==> src/rtl/spll_dac_spi_tx.sv <==
`default_nettype none
// ============================================================================
// spll_dac_spi_tx : 24-bit SPI frame transmitter for an AD5662-class DAC
// Revision: 1.0
// ============================================================================
module spll_dac_spi_tx #(
  parameter int CLK_DIV    = 4,
  parameter int DATA_WIDTH = 16,
  parameter int PAD_BITS   = 6
) (
  input  logic                  clk_sys,
  input  logic                  rst,
  input  logic [DATA_WIDTH-1:0] dac_data,
  input  logic [1:0]            dac_pd,
  input  logic                  dac_load,
  output logic                  dac_sclk,
  output logic                  dac_sync_n,
  output logic                  dac_din,
  output logic                  busy,
  output logic                  done,
  output logic [7:0]            dropped_cnt
);

  localparam int FW    = PAD_BITS + 2 + DATA_WIDTH;
  localparam int WW    = DATA_WIDTH + 2;
  localparam int DIV_W = (CLK_DIV > 1) ? $clog2(CLK_DIV) : 1;
  localparam int BIT_W = $clog2(FW + 1);
  localparam logic [DIV_W-1:0] DIV_RELOAD = DIV_W'(CLK_DIV - 1);
  localparam logic [BIT_W-1:0] BIT_FULL   = BIT_W'(FW);

  typedef enum logic [1:0] {IDLE, SETUP, SHIFT, HOLD} state_t;

  state_t            state;
  logic [DIV_W-1:0]  div_cnt;
  logic [BIT_W-1:0]  bit_cnt;
  logic [FW-2:0]     shreg;
  logic [WW-1:0]     pend_word;
  logic              pend_valid;

  logic [WW-1:0]     new_word;
  logic [FW-1:0]     start_frame;
  logic              hold_end;
  logic              start;

  // A load in the final HOLD cycle is newer than any pending word, so it wins.
  always_comb begin
    new_word    = {dac_pd, dac_data};
    start_frame = FW'(dac_load ? new_word : pend_word);
    hold_end    = (state == HOLD) && (div_cnt == '0);
    start       = ((state == IDLE) && dac_load) ||
                  (hold_end && (pend_valid || dac_load));
  end

  always_ff @(posedge clk_sys or posedge rst) begin
    if (rst) begin
      state       <= IDLE;
      div_cnt     <= '0;
      bit_cnt     <= '0;
      shreg       <= '0;
      pend_word   <= '0;
      pend_valid  <= 1'b0;
      dac_sclk    <= 1'b0;
      dac_sync_n  <= 1'b1;
      dac_din     <= 1'b0;
      busy        <= 1'b0;
      done        <= 1'b0;
      dropped_cnt <= '0;
    end else begin
      done <= 1'b0;

      if (busy && dac_load) begin
        pend_word  <= new_word;
        pend_valid <= 1'b1;
        if (pend_valid && (dropped_cnt != 8'hFF))
          dropped_cnt <= dropped_cnt + 8'd1;
      end

      case (state)
        SETUP: begin
          if (div_cnt == '0) begin
            state    <= SHIFT;
            dac_sclk <= 1'b1;
            div_cnt  <= DIV_RELOAD;
            bit_cnt  <= BIT_FULL;
          end else begin
            div_cnt <= div_cnt - 1'b1;
          end
        end

        SHIFT: begin
          if (div_cnt != '0) begin
            div_cnt <= div_cnt - 1'b1;
          end else if (dac_sclk) begin
            dac_sclk <= 1'b0;
            div_cnt  <= DIV_RELOAD;
          end else if (bit_cnt == BIT_W'(1)) begin
            state      <= HOLD;
            dac_sync_n <= 1'b1;
            dac_din    <= 1'b0;
            div_cnt    <= DIV_RELOAD;
            done       <= (CLK_DIV == 1);
          end else begin
            // Rising sclk edge: present the next bit.
            bit_cnt  <= bit_cnt - 1'b1;
            dac_sclk <= 1'b1;
            dac_din  <= shreg[FW-2];
            shreg    <= {shreg[FW-3:0], 1'b0};
            div_cnt  <= DIV_RELOAD;
          end
        end

        HOLD: begin
          if (div_cnt != '0) begin
            div_cnt <= div_cnt - 1'b1;
            if (div_cnt == DIV_W'(1))
              done <= 1'b1;
          end else if (!start) begin
            state <= IDLE;
            busy  <= 1'b0;
          end
        end

        default: ;
      endcase

      if (start) begin
        state      <= SETUP;
        shreg      <= start_frame[FW-2:0];
        dac_din    <= start_frame[FW-1];
        dac_sync_n <= 1'b0;
        dac_sclk   <= 1'b0;
        busy       <= 1'b1;
        div_cnt    <= DIV_RELOAD;
        pend_valid <= 1'b0;
      end
    end
  end

endmodule
`default_nettype wire

==> config.mk <==
export PLATFORM = sky130hd
export DESIGN_NAME = spll_dac_spi_tx
export DESIGN_NICKNAME = d
export VERILOG_FILES = /design/src/rtl/spll_dac_spi_tx.sv
export SDC_FILE = /design/constraint.sdc
export NUM_CORES = 1
export LEC_CHECK = 0
export ABC_AREA = 0
export ABC_CLOCK_PERIOD_IN_PS = 3000
export CORE_ASPECT_RATIO = 0.6
export CORE_MARGIN = 1.5
export CORE_UTILIZATION = 57
export DETAILED_ROUTE_END_ITERATION = 7
export GPL_TIMING_DRIVEN = 0
export PLACE_DENSITY = 0.8
export SYNTH_ARGS = -nofsm -noshare
export SYNTH_HDL_FRONTEND = slang
export SYNTH_SLANG_ARGS = --single-unit
==> constraint.sdc <==
create_clock -name clk_sys -period 3 [get_ports clk_sys]
set_input_delay 0.45 -clock clk_sys [delete_from_list [all_inputs] [get_ports clk_sys]]
set_output_delay 0.45 -clock clk_sys [all_outputs]
set_load 0.03 [all_outputs]
==> summary.txt <==
Clock Tree Root - clkbuf_8
Rel. slew slack - 0.477
Nets - 371
Max Fclk - 0.483 GHz
Post-synth EDFFs - 0
Slowest stage delay, CP - 0.41 ns
Number of H-tree levels - 3
Critical Path RT - 3.25 ns
Routed wl met2 - 2980 um
End of the worst register-to-register path - shreg[15]
Antenna violations before repair - 0
Placer Congestion - 0.837
Crit path cell chain - inv_1, ha_1, nand3b_1, nor2_1, buf_2, a21oi_1, a22oi_1
Ranking of synthesized cells by area - dfrtp_1, mux2_2, mux2i_1
Setup crit end kind - register
VDD IR max - 0.415 mV
Met3 wire length - 345 um
Sum Neg Setup Slack - 0 ns
CTS tree - done
Max-cap violations - 0
Critical path class - reg -> reg
Number of diodes - 0
Critical path's top delay family - simple AND/OR/NAND/NOR gates
Post_cts resized - 0
Via density - 5.86
Final hold slack - 0.476 ns
Netlist cell types - 40
Largest net degree at the start of global routing - 42
Clock buffer count from CTS - 9
CTS Hold Bufs - 0
Post-Syn Area - 0.00317 mm2
Clock buffer depth - 2
Input/output buffers - 32
RSZ-0062 raised after global routing - false
Cells after Synth - 297
Startpoint types - register
Synth Register Bits - 64
Met1 WL - 3040 um
Worst Reg-to-Reg Cells - 7
CTS sink count - 64
Cell Pwr Density - 872 mW/mm2
Buf+Inv Stages, Crit Path - 2
Synth Flop Type - dfrtp_1
Slew Limit Fails - 0
Die footprint - 0.00603 mm2
Final hold viol count - 0
Post-synthesis sequential area ratio - 0.506
Post-synth top cells - dfrtp_1, nand2_1, a21oi_1
Clock latency on the worst-skew pair - 0.34 ns
Top Metal Used - met4
Row Count - 20
Status - completed
Reg clk slew, reported paths - 0.07 ns
Number of I/O pins - 34
DRC Markers - 0
Grt ovf - 0
ANT nets after route - 0
Async S/R FF share, synth - 1.00
Finish-stage setup viols - 0
Worst-path fanout max - 10
Clock Skew - 0.00521 ns
Layout cell share with drive strength beyond 1 - 0.148
Tcrit/Tclk final - 0.690
Area Overhead vs Synth - 18.8%
Net count after synthesis - 327
Core area - 0.00520 mm2
Count leader, synth - dfrtp_1
Height of the die - 60.7 um
Leakage - 1.67 nW
Synth area leader - dfrtp_1
Total number of vias - 2407
R2R setup slack - 0.93 ns
Final Util - 0.723
Slowest cell on crit path - dfrtp_1
Share of the synthesized area in the top cell type - 0.498
Initial core utilization - 0.608
Worst-Margin Slew - 0.784 ns
First DRT Iteration DRCs - 115
Reg2reg start - div_cnt[0]
First-pass GRT wire length - 10800 um
Mapped Avg Cell Area - 10.7 um2
Drt pass-1 iters - 5
HPWL Detailed - 4580 um
Setup Fix Bufs, Post-CTS - 0
Die X - 99.2 um
Synth Warn # - 0
Vias in the first global route - 2293
Tot GR Track Use - 0.237
Worst EP arrival - 2.32 ns
WL final - 6430 um
Final min period - 2.07 ns
Min-Delay Path Class - in -> async
Drt wl/cell - 15.7 um
## cells by family after synthesis
logic type      after synthesis  synth area share
fa+ha+maj                     9            0.0356
mux                          43             0.145
flops                        64             0.506
buf+inv                      26            0.0375
xor+xnor                      3           0.00830
compound gates               71             0.141
simple gates                 81             0.126
## cell type report
type / instances / area (um2)
Multi-Input combinational cell: 207 / 1450
Fill cell: 383 / 1440
Inverter: 10 / 37.5
Buffer: 16 / 81.3
Clock inverter: 5 / 33.8
Clock buffer: 10 / 138
Sequential cell: 64 / 1600
Timing Repair Buffer: 33 / 340
Tap cell: 66 / 82.6
## how the worst max path moves through the flow
stage,from,endpoint,slack [ns],cells past startpoint
CTS,div_cnt[0],shreg[15],0.97,7
global placement,rst,pend_word[15],-0.14,2
floorplan,rst,bit_cnt[0],0.95,1
detailed placement,div_cnt[0],shreg[15],1.01,7
global route,state[0],shreg[17],0.76,7
finish,div_cnt[0],shreg[15],0.93,7
## metrics by stage
stage / setup WS [ns] / cell area, um2 / std cells / power [mW]
6_report: 0.930 / 3760 / 411 / 3.28
5_1_grt: 0.763 / 3760 / 411 / 3.51
4_1_cts: 0.972 / 3760 / 411 / 3.29
3_5_place_dp: 1.01 / 3590 / 396 / 2.65
3_3_place_gp: -0.143 / 3570 / 395 / 2.58
2_1_floorplan: 0.954 / 3170 / 297 / 2.27
## flip-flops by register name (all words and copies together), names as in the netlist, 2 cells and up
signal,cells
dropped_cnt,8
shreg,23
pend_word,18
bit_cnt,5
div_cnt,2
state,2
## per-layer routing
metal | track usage | up-vias
li1 | - | 1160
met4 | 0.0724 | 0
met2 | 0.388 | 74
met3 | 0.0668 | 8
met1 | 0.316 | 1165
met5 | 0 | -
## placed cells by master, fill, tap and decap left out, drive strengths merged
cell / synthesis / final
buf: 9 / 10
o41ai: 1 / 1
and3b: 1 / 1
or4b: 1 / 1
nor4b: 1 / 1
and4: 1 / 1
clkdlybuf4s50: 0 / 32
nand3: 7 / 7
a21oi: 33 / 33
clkinv: 0 / 3
o211ai: 3 / 3
and2: 2 / 2
dfstp: 1 / 1
mux2: 23 / 23
xnor2: 2 / 2
o22ai: 2 / 2
o21ai: 3 / 3
nor3b: 2 / 2
nand3b: 1 / 1
a31oi: 3 / 3
nor2b: 2 / 2
a22o: 1 / 1
nand4: 4 / 4
dfrtp: 63 / 63
xor2: 1 / 1
nand2b: 1 / 1
nor2: 12 / 12
o31ai: 1 / 1
nor3: 3 / 3
nand2: 42 / 42
a22oi: 19 / 19
clkinvlp: 0 / 2
clkbuf: 7 / 17
and3: 1 / 1
mux2i: 20 / 20
a32oi: 2 / 2
inv: 10 / 10
ha: 9 / 9
o2bb2ai: 2 / 2
o32a: 1 / 1
## power by group
group | internal [mW] | switching (mW) | leakage [nW] | total, mW
Clock | 0.315 | 0.321 | 0.0841 | 0.637
Combinational | 0.567 | 0.701 | 0.833 | 1.27
Sequential | 1.15 | 0.229 | 0.755 | 1.37
Total | 2.03 | 1.25 | 1.67 | 3.28
(Power assumes the default switching activity.)
